===== src/rtl/mct_stop_pkg.sv =====
// Shared state encoding and default widths for the monitor-side stop sequencer.
package mct_stop_pkg;

   localparam int CNT_W_DEF   = 16;
   localparam int BURST_W_DEF = 8;

   typedef enum logic [2:0] {
      ST_RUN   = 3'd0,
      ST_DRAIN = 3'd1,
      ST_HALT  = 3'd2,
      ST_STEP  = 3'd3,
      ST_BURST = 3'd4
   } mct_state_e;

endpackage


===== src/rtl/mct_edge_det.sv =====
// Falling-edge decode of the timer's active-low T12_ pulse; marks one MCT boundary.
module mct_edge_det (
   input  logic clk,
   input  logic rst_n,
   input  logic t12_n,
   output logic t12
);

   logic prev_reg;

   // Resetting to 1 means a T12_ already low when reset releases still counts as an edge.
   always_ff @(posedge clk or negedge rst_n) begin
      if (!rst_n) begin
         prev_reg <= 1'b1;
      end else begin
         prev_reg <= t12_n;
      end
   end

   assign t12 = prev_reg & ~t12_n;

endmodule


===== src/rtl/mct_stop_ctrl.sv =====
// Stop sequencer for the a2_timer: halts, single-steps and bursts the timer on MCT
// boundaries, latches alarms and counts completed MCTs.
module mct_stop_ctrl
   import mct_stop_pkg::*;
#(
   parameter int CNT_W   = CNT_W_DEF,
   parameter int BURST_W = BURST_W_DEF
) (
   input  logic               SIM_CLK,
   input  logic               RESET_,
   input  logic               T12_,
   input  logic               MSTOP,
   input  logic               MSTEP,
   input  logic               BURST_GO,
   input  logic [BURST_W-1:0] BURST_LEN,
   input  logic               ALARM,
   input  logic               ALARM_CLR,
   output logic               STOP,
   output logic               STEP_DONE,
   output logic               ALARM_LAT,
   output logic [2:0]         STATE,
   output logic [CNT_W-1:0]   MCT_CNT
);

   logic               t12;
   mct_state_e         state_reg, state_next;
   logic [BURST_W-1:0] burst_cnt_reg, burst_cnt_next;
   logic               step_done_reg, step_done_next;
   logic               stop_reg;
   logic               alarm_lat_reg, alarm_lat_next;
   logic [CNT_W-1:0]   mct_cnt_reg;
   logic               alarm_any;

   mct_edge_det u_edge (
      .clk   (SIM_CLK),
      .rst_n (RESET_),
      .t12_n (T12_),
      .t12   (t12)
   );

   // Set beats clear so a fresh alarm is never lost to a coincident acknowledge.
   assign alarm_lat_next = ALARM | (alarm_lat_reg & ~ALARM_CLR);
   assign alarm_any      = alarm_lat_reg | ALARM;

   always_comb begin
      state_next     = state_reg;
      burst_cnt_next = burst_cnt_reg;
      step_done_next = 1'b0;
      case (state_reg)
         ST_RUN: begin
            if (alarm_any || MSTOP) begin
               state_next = ST_DRAIN;
            end
         end
         ST_DRAIN: begin
            if (t12) begin
               state_next = ST_HALT;
            end
         end
         ST_HALT: begin
            if (alarm_lat_reg) begin
               state_next = ST_HALT;
            end else if (!MSTOP) begin
               state_next = ST_RUN;
            end else if (BURST_GO && (BURST_LEN != '0)) begin
               state_next     = ST_BURST;
               burst_cnt_next = BURST_LEN;
            end else if (MSTEP) begin
               state_next = ST_STEP;
            end
         end
         ST_STEP: begin
            if (t12) begin
               state_next     = ST_HALT;
               step_done_next = ~alarm_any;
            end
         end
         ST_BURST: begin
            if (t12) begin
               burst_cnt_next = burst_cnt_reg - BURST_W'(1);
               // An alarm cuts the burst short and suppresses the completion pulse.
               if (alarm_any) begin
                  state_next = ST_HALT;
               end else if (burst_cnt_reg == BURST_W'(1)) begin
                  state_next     = ST_HALT;
                  step_done_next = 1'b1;
               end
            end
         end
         default: begin
            state_next = ST_RUN;
         end
      endcase
   end

   always_ff @(posedge SIM_CLK or negedge RESET_) begin
      if (!RESET_) begin
         state_reg     <= ST_RUN;
         burst_cnt_reg <= '0;
         step_done_reg <= 1'b0;
         stop_reg      <= 1'b0;
         alarm_lat_reg <= 1'b0;
         mct_cnt_reg   <= '0;
      end else begin
         state_reg     <= state_next;
         burst_cnt_reg <= burst_cnt_next;
         step_done_reg <= step_done_next;
         stop_reg      <= (state_next == ST_HALT);
         alarm_lat_reg <= alarm_lat_next;
         // Only MCTs the timer actually ran (STOP low at the boundary) are counted.
         if (t12 && !stop_reg) begin
            mct_cnt_reg <= mct_cnt_reg + CNT_W'(1);
         end
      end
   end

   assign STOP      = stop_reg;
   assign STEP_DONE = step_done_reg;
   assign ALARM_LAT = alarm_lat_reg;
   assign STATE     = state_reg;
   assign MCT_CNT   = mct_cnt_reg;

endmodule


===== config.mk =====
export PLATFORM = sky130hd
export DESIGN_NAME = mct_stop_ctrl
export DESIGN_NICKNAME = d
export VERILOG_FILES = /design/src/rtl/mct_stop_pkg.sv /design/src/rtl/mct_edge_det.sv /design/src/rtl/mct_stop_ctrl.sv
export SDC_FILE = /design/constraint.sdc
export NUM_CORES = 1
export LEC_CHECK = 0
export CORE_ASPECT_RATIO = 0.9
export CORE_UTILIZATION = 55
export CTS_BUF_LIST = sky130_fd_sc_hd__clkbuf_8
export DETAILED_ROUTE_END_ITERATION = 6
export HOLD_SLACK_MARGIN = 0.05
export PLACE_DENSITY = 0.83
export SKIP_LAST_GASP = 1
export SLEW_MARGIN = 20
export SYNTH_ARGS = -nofsm -noshare
export SYNTH_HDL_FRONTEND = slang
export SYNTH_SLANG_ARGS = --single-unit
export TNS_END_PERCENT = 1

===== constraint.sdc =====
create_clock -name SIM_CLK -period 2.5 [get_ports SIM_CLK]
set_input_delay 0.5 -clock SIM_CLK [delete_from_list [all_inputs] [get_ports SIM_CLK]]
set_output_delay 0.5 -clock SIM_CLK [all_outputs]
set_load 0.02 [all_outputs]

==> flow_metrics.py <==
metrics = {
    "yosys": {
        "ys_seq_elements": 31,
        "synth-edff-count": 0,
        "netlist_area_um2": 1605,
        "ys_seq_area_share_pct": 48.40,
        "synthFlopType": "dfrtp_1",
        "ys_types": 47,
        "avgSynthCellArea_um2": 10.42,
        "synthCells": 154,
        "yosys_warnings": 0,
        "synth_nets": 173,
        "async_reset_ff_share_pct": 100.0,
    },
    "power_and_ir_drop": {
        "power.total_uw": 1756,
        "switching_share_pct": 35.89,
        "clock_power_share_pct": 22.8,
        "p_int_uw": 1126,
        "switchingPower_uw": 630.1,
        "vdd_drop_max_mv": 0.4034,
        "power_frac_seq_pct": 45.5,
        "powerDensity_nw_per_um2": 817.8,
        "p_leak_uw": 0.0009003,
        "p_comb_share_pct": 31.6,
    },
    "critical_path": {
        "arrival_ps": 2320,
        "startpoint_type": "input port",
        "cpPeakStageDelay_ps": 560,
        "reg2reg_slack_ps": 640,
        "path_class": "input port to flip-flop",
        "cp.required_ps": 2660,
        "path_buf_inv": 2,
        "crit_start": "BURST_LEN[5]",
        "worst-path-stages": 6,
        "reg2reg_from": "burst_cnt_reg[0]",
        "worstSetupEndpointType": "flip-flop",
        "worstPathMaxFanout": 5,
        "crit_family": "compound AO/OA/AOI/OAI gates",
        "reg2reg_depth": 6,
        "r2r_end": "burst_cnt_reg[6]",
        "slowest_stage": "or4_4",
        "crit_chain": "clkdlybuf4s50_1 -> or4_4 -> o2111ai_2 -> buf_4 -> o21ai_2 -> a221o_1",
    },
    "min_path": {
        "min_from": "MCT_CNT[15]",
        "min_path_cells": 1,
        "holdPathEnd": "MCT_CNT[15]",
        "hold_path.class": "flip-flop to flip-flop",
    },
    "global_route": {
        "grt-busiest-layer": "met2",
        "met2_usage_pct": 45.27,
        "grt_overflow": 0,
        "grtUsageMet3_pct": 8.557,
        "antenna_found_initial": 0,
        "grt_first_pass_wirelength_um": 6154,
        "grt_pass1_vias": 1336,
        "grt_start_max_net_pins": 32,
        "grt_usage_pct": 27.32,
        "grtUsageMet1_pct": 34.06,
    },
    "die": {
        "dieHeight_um": 53.25,
        "num_rows": 18,
        "core_area_um2": 2748,
        "die_w_um": 58.95,
        "io_pins": 38,
        "start_util_pct": 58.42,
        "die_area_um2": 3139,
    },
    "detailed_routing": {
        "drt_iter0_markers": 90,
        "num_vias": 1420,
        "drc": 0,
        "avgRoutedWirePerCell_um": 15.79,
        "avgViaCountPerCell": 5.868,
        "drt.antenna.violating_nets": 0,
        "dr.pass1.iters": 4,
        "wl_um": 3822,
    },
    "timing": {
        "report.final.slew_viol_count": 0,
        "period_minus_slack_ps": 2158,
        "setup-tns-final_ps": 0,
        "setup_viol_count_final": 0,
        "hold_viol_final": 0,
        "rsz0062_at_grt": "no",
        "fin_crit_sh_pct": 86.32,
        "max_freq_ghz": 0.4634,
        "relSlewSlack_pct": 70.20,
        "fin_worst_skew_ps": 3.329,
        "worst_slew_pin_slew_ps": 443.6,
    },
    "placed_design": {
        "gp_congestion": 0.8579,
        "hpwl_um": 2804,
        "io_buffers": 37,
    },
    "cells_and_area": {
        "layout_common_cells": "clkdlybuf4s50_1 (37), dfrtp_1 (30), xnor2_1 (12)",
        "n_antenna_cell": 0,
        "fill_cells": 195,
        "fin_nets": 220,
        "largest_reg_flops": 16,
        "final_common_cell": "clkdlybuf4s50_1",
        "seq_area_um2": 777.0,
        "drive_above_1_share_pct": 10.89,
        "synthToLayoutAreaGrowth_pct": 33.75,
        "multi_input_area_um2": 794.5,
    },
    "clock_network": {
        "cts_made_buffers": 5,
        "clk_path_buf_depth": 2,
        "cts_tree": "built",
        "ctsResizeCount": 0,
        "postCtsHoldBufs": 0,
        "root_buffer": "clkbuf_8",
        "htree_levels": 2,
        "clock-sinks": 31,
        "insertion_delay_ps": 280,
        "post_cts_buffers": 0,
        "path_clk_slew_ps": 70,
    },
    "status": {
        "status": "finished, final reports clean",
    },
    "flow_run": {
        "max-cap-violations": 0,
    },
}
-- stage by stage --
step	hold WS (ps)	util (%)	cells	area, um^2	setup WS [ps]
after CTS	475.2	78.14	242	2147	351.1
after global placement	460.5	74.82	234	2056	100.4
final	468.6	78.14	242	2147	342.0
after floorplan	204.4	-	154	1605	641.8
after detailed placement	465.8	74.82	234	2056	58.33
after global routing	489.2	78.14	242	2147	283.7
-- worst register-to-register path, stage by stage, from the launching register on --
cell and delay (ps):
dfrtp_1 470, inv_1 110, ha_1 190, or3b_1 430, o311a_1 320, a31oi_1 130, o21ai_0 90
-- layer usage --
layer | part of all wire, % | wire, um
met1 | 44 | 1669
met2 | 49 | 1887
met3 | 6.4 | 246
met4 | 0.50 | 19
met5 | 0 | 0
-- cells in the mapped netlist (2+ instances only) --
cell	number	area, um^2
a31oi_1	3	18.77
dfrtp_1	30	750.7
or3b_1	2	17.52
xor2_1	3	26.28
nand2_1	9	33.78
xnor2_1	12	105.1
nor3_1	2	10.01
nand3_1	8	40.04
a221o_1	2	20.02
nor2b_1	4	25.02
ha_1	3	37.54
o21ai_0	8	40.04
nand4_1	5	31.28
clkbuf_1	3	11.26
o311a_1	2	20.02
and3_1	5	31.28
inv_1	3	11.26
nor2_1	11	41.29
or4_1	2	15.01
a21oi_1	7	35.03
o211ai_1	4	30.03
-- kinds of logic after synthesis --
group / share of synthesized area, %
AND/OR/NAND/NOR: 21.82
flip-flops: 48.40
multiplexers: 0.7014
XOR/XNOR: 8.184
adder cells (fa/ha/maj): 2.339
buffers and inverters: 2.104
AO/OA/AOI/OAI: 16.45
-- power groups by stage --
stage | combinational, uW | sequential, uW | clock, uW
6_report | 555 | 800 | 401
5_1_grt | 609 | 822 | 432
4_1_cts | 554 | 795 | 410
3_5_place_dp | 553 | 802 | 0
3_3_place_gp | 533 | 790 | 0
2_1_floorplan | 234 | 852 | 0
-- area by class of cell --
| type | instances | share of cell area [%] |
|---|---|---|
| well taps | 40 | 2.331 |
| multi-input cells | 116 | 37.00 |
| repair buffers | 44 | 19.70 |
| inverters | 3 | 0.5245 |
| clock inverters | 2 | 0.4079 |
| flip-flops and latches | 31 | 36.19 |
| clock buffers | 6 | 3.846 |
-- worst max path at each step --
stage                        to  slack, ps
2_1_floorplan  burst_cnt_reg[0]        640
3_3_place_gp   burst_cnt_reg[0]        100
3_5_place_dp   burst_cnt_reg[0]         60
4_1_cts        burst_cnt_reg[0]        350
5_1_grt        burst_cnt_reg[0]        280
6_report       burst_cnt_reg[0]        340
No activity file was read; power rests on OpenSTA's default activity.
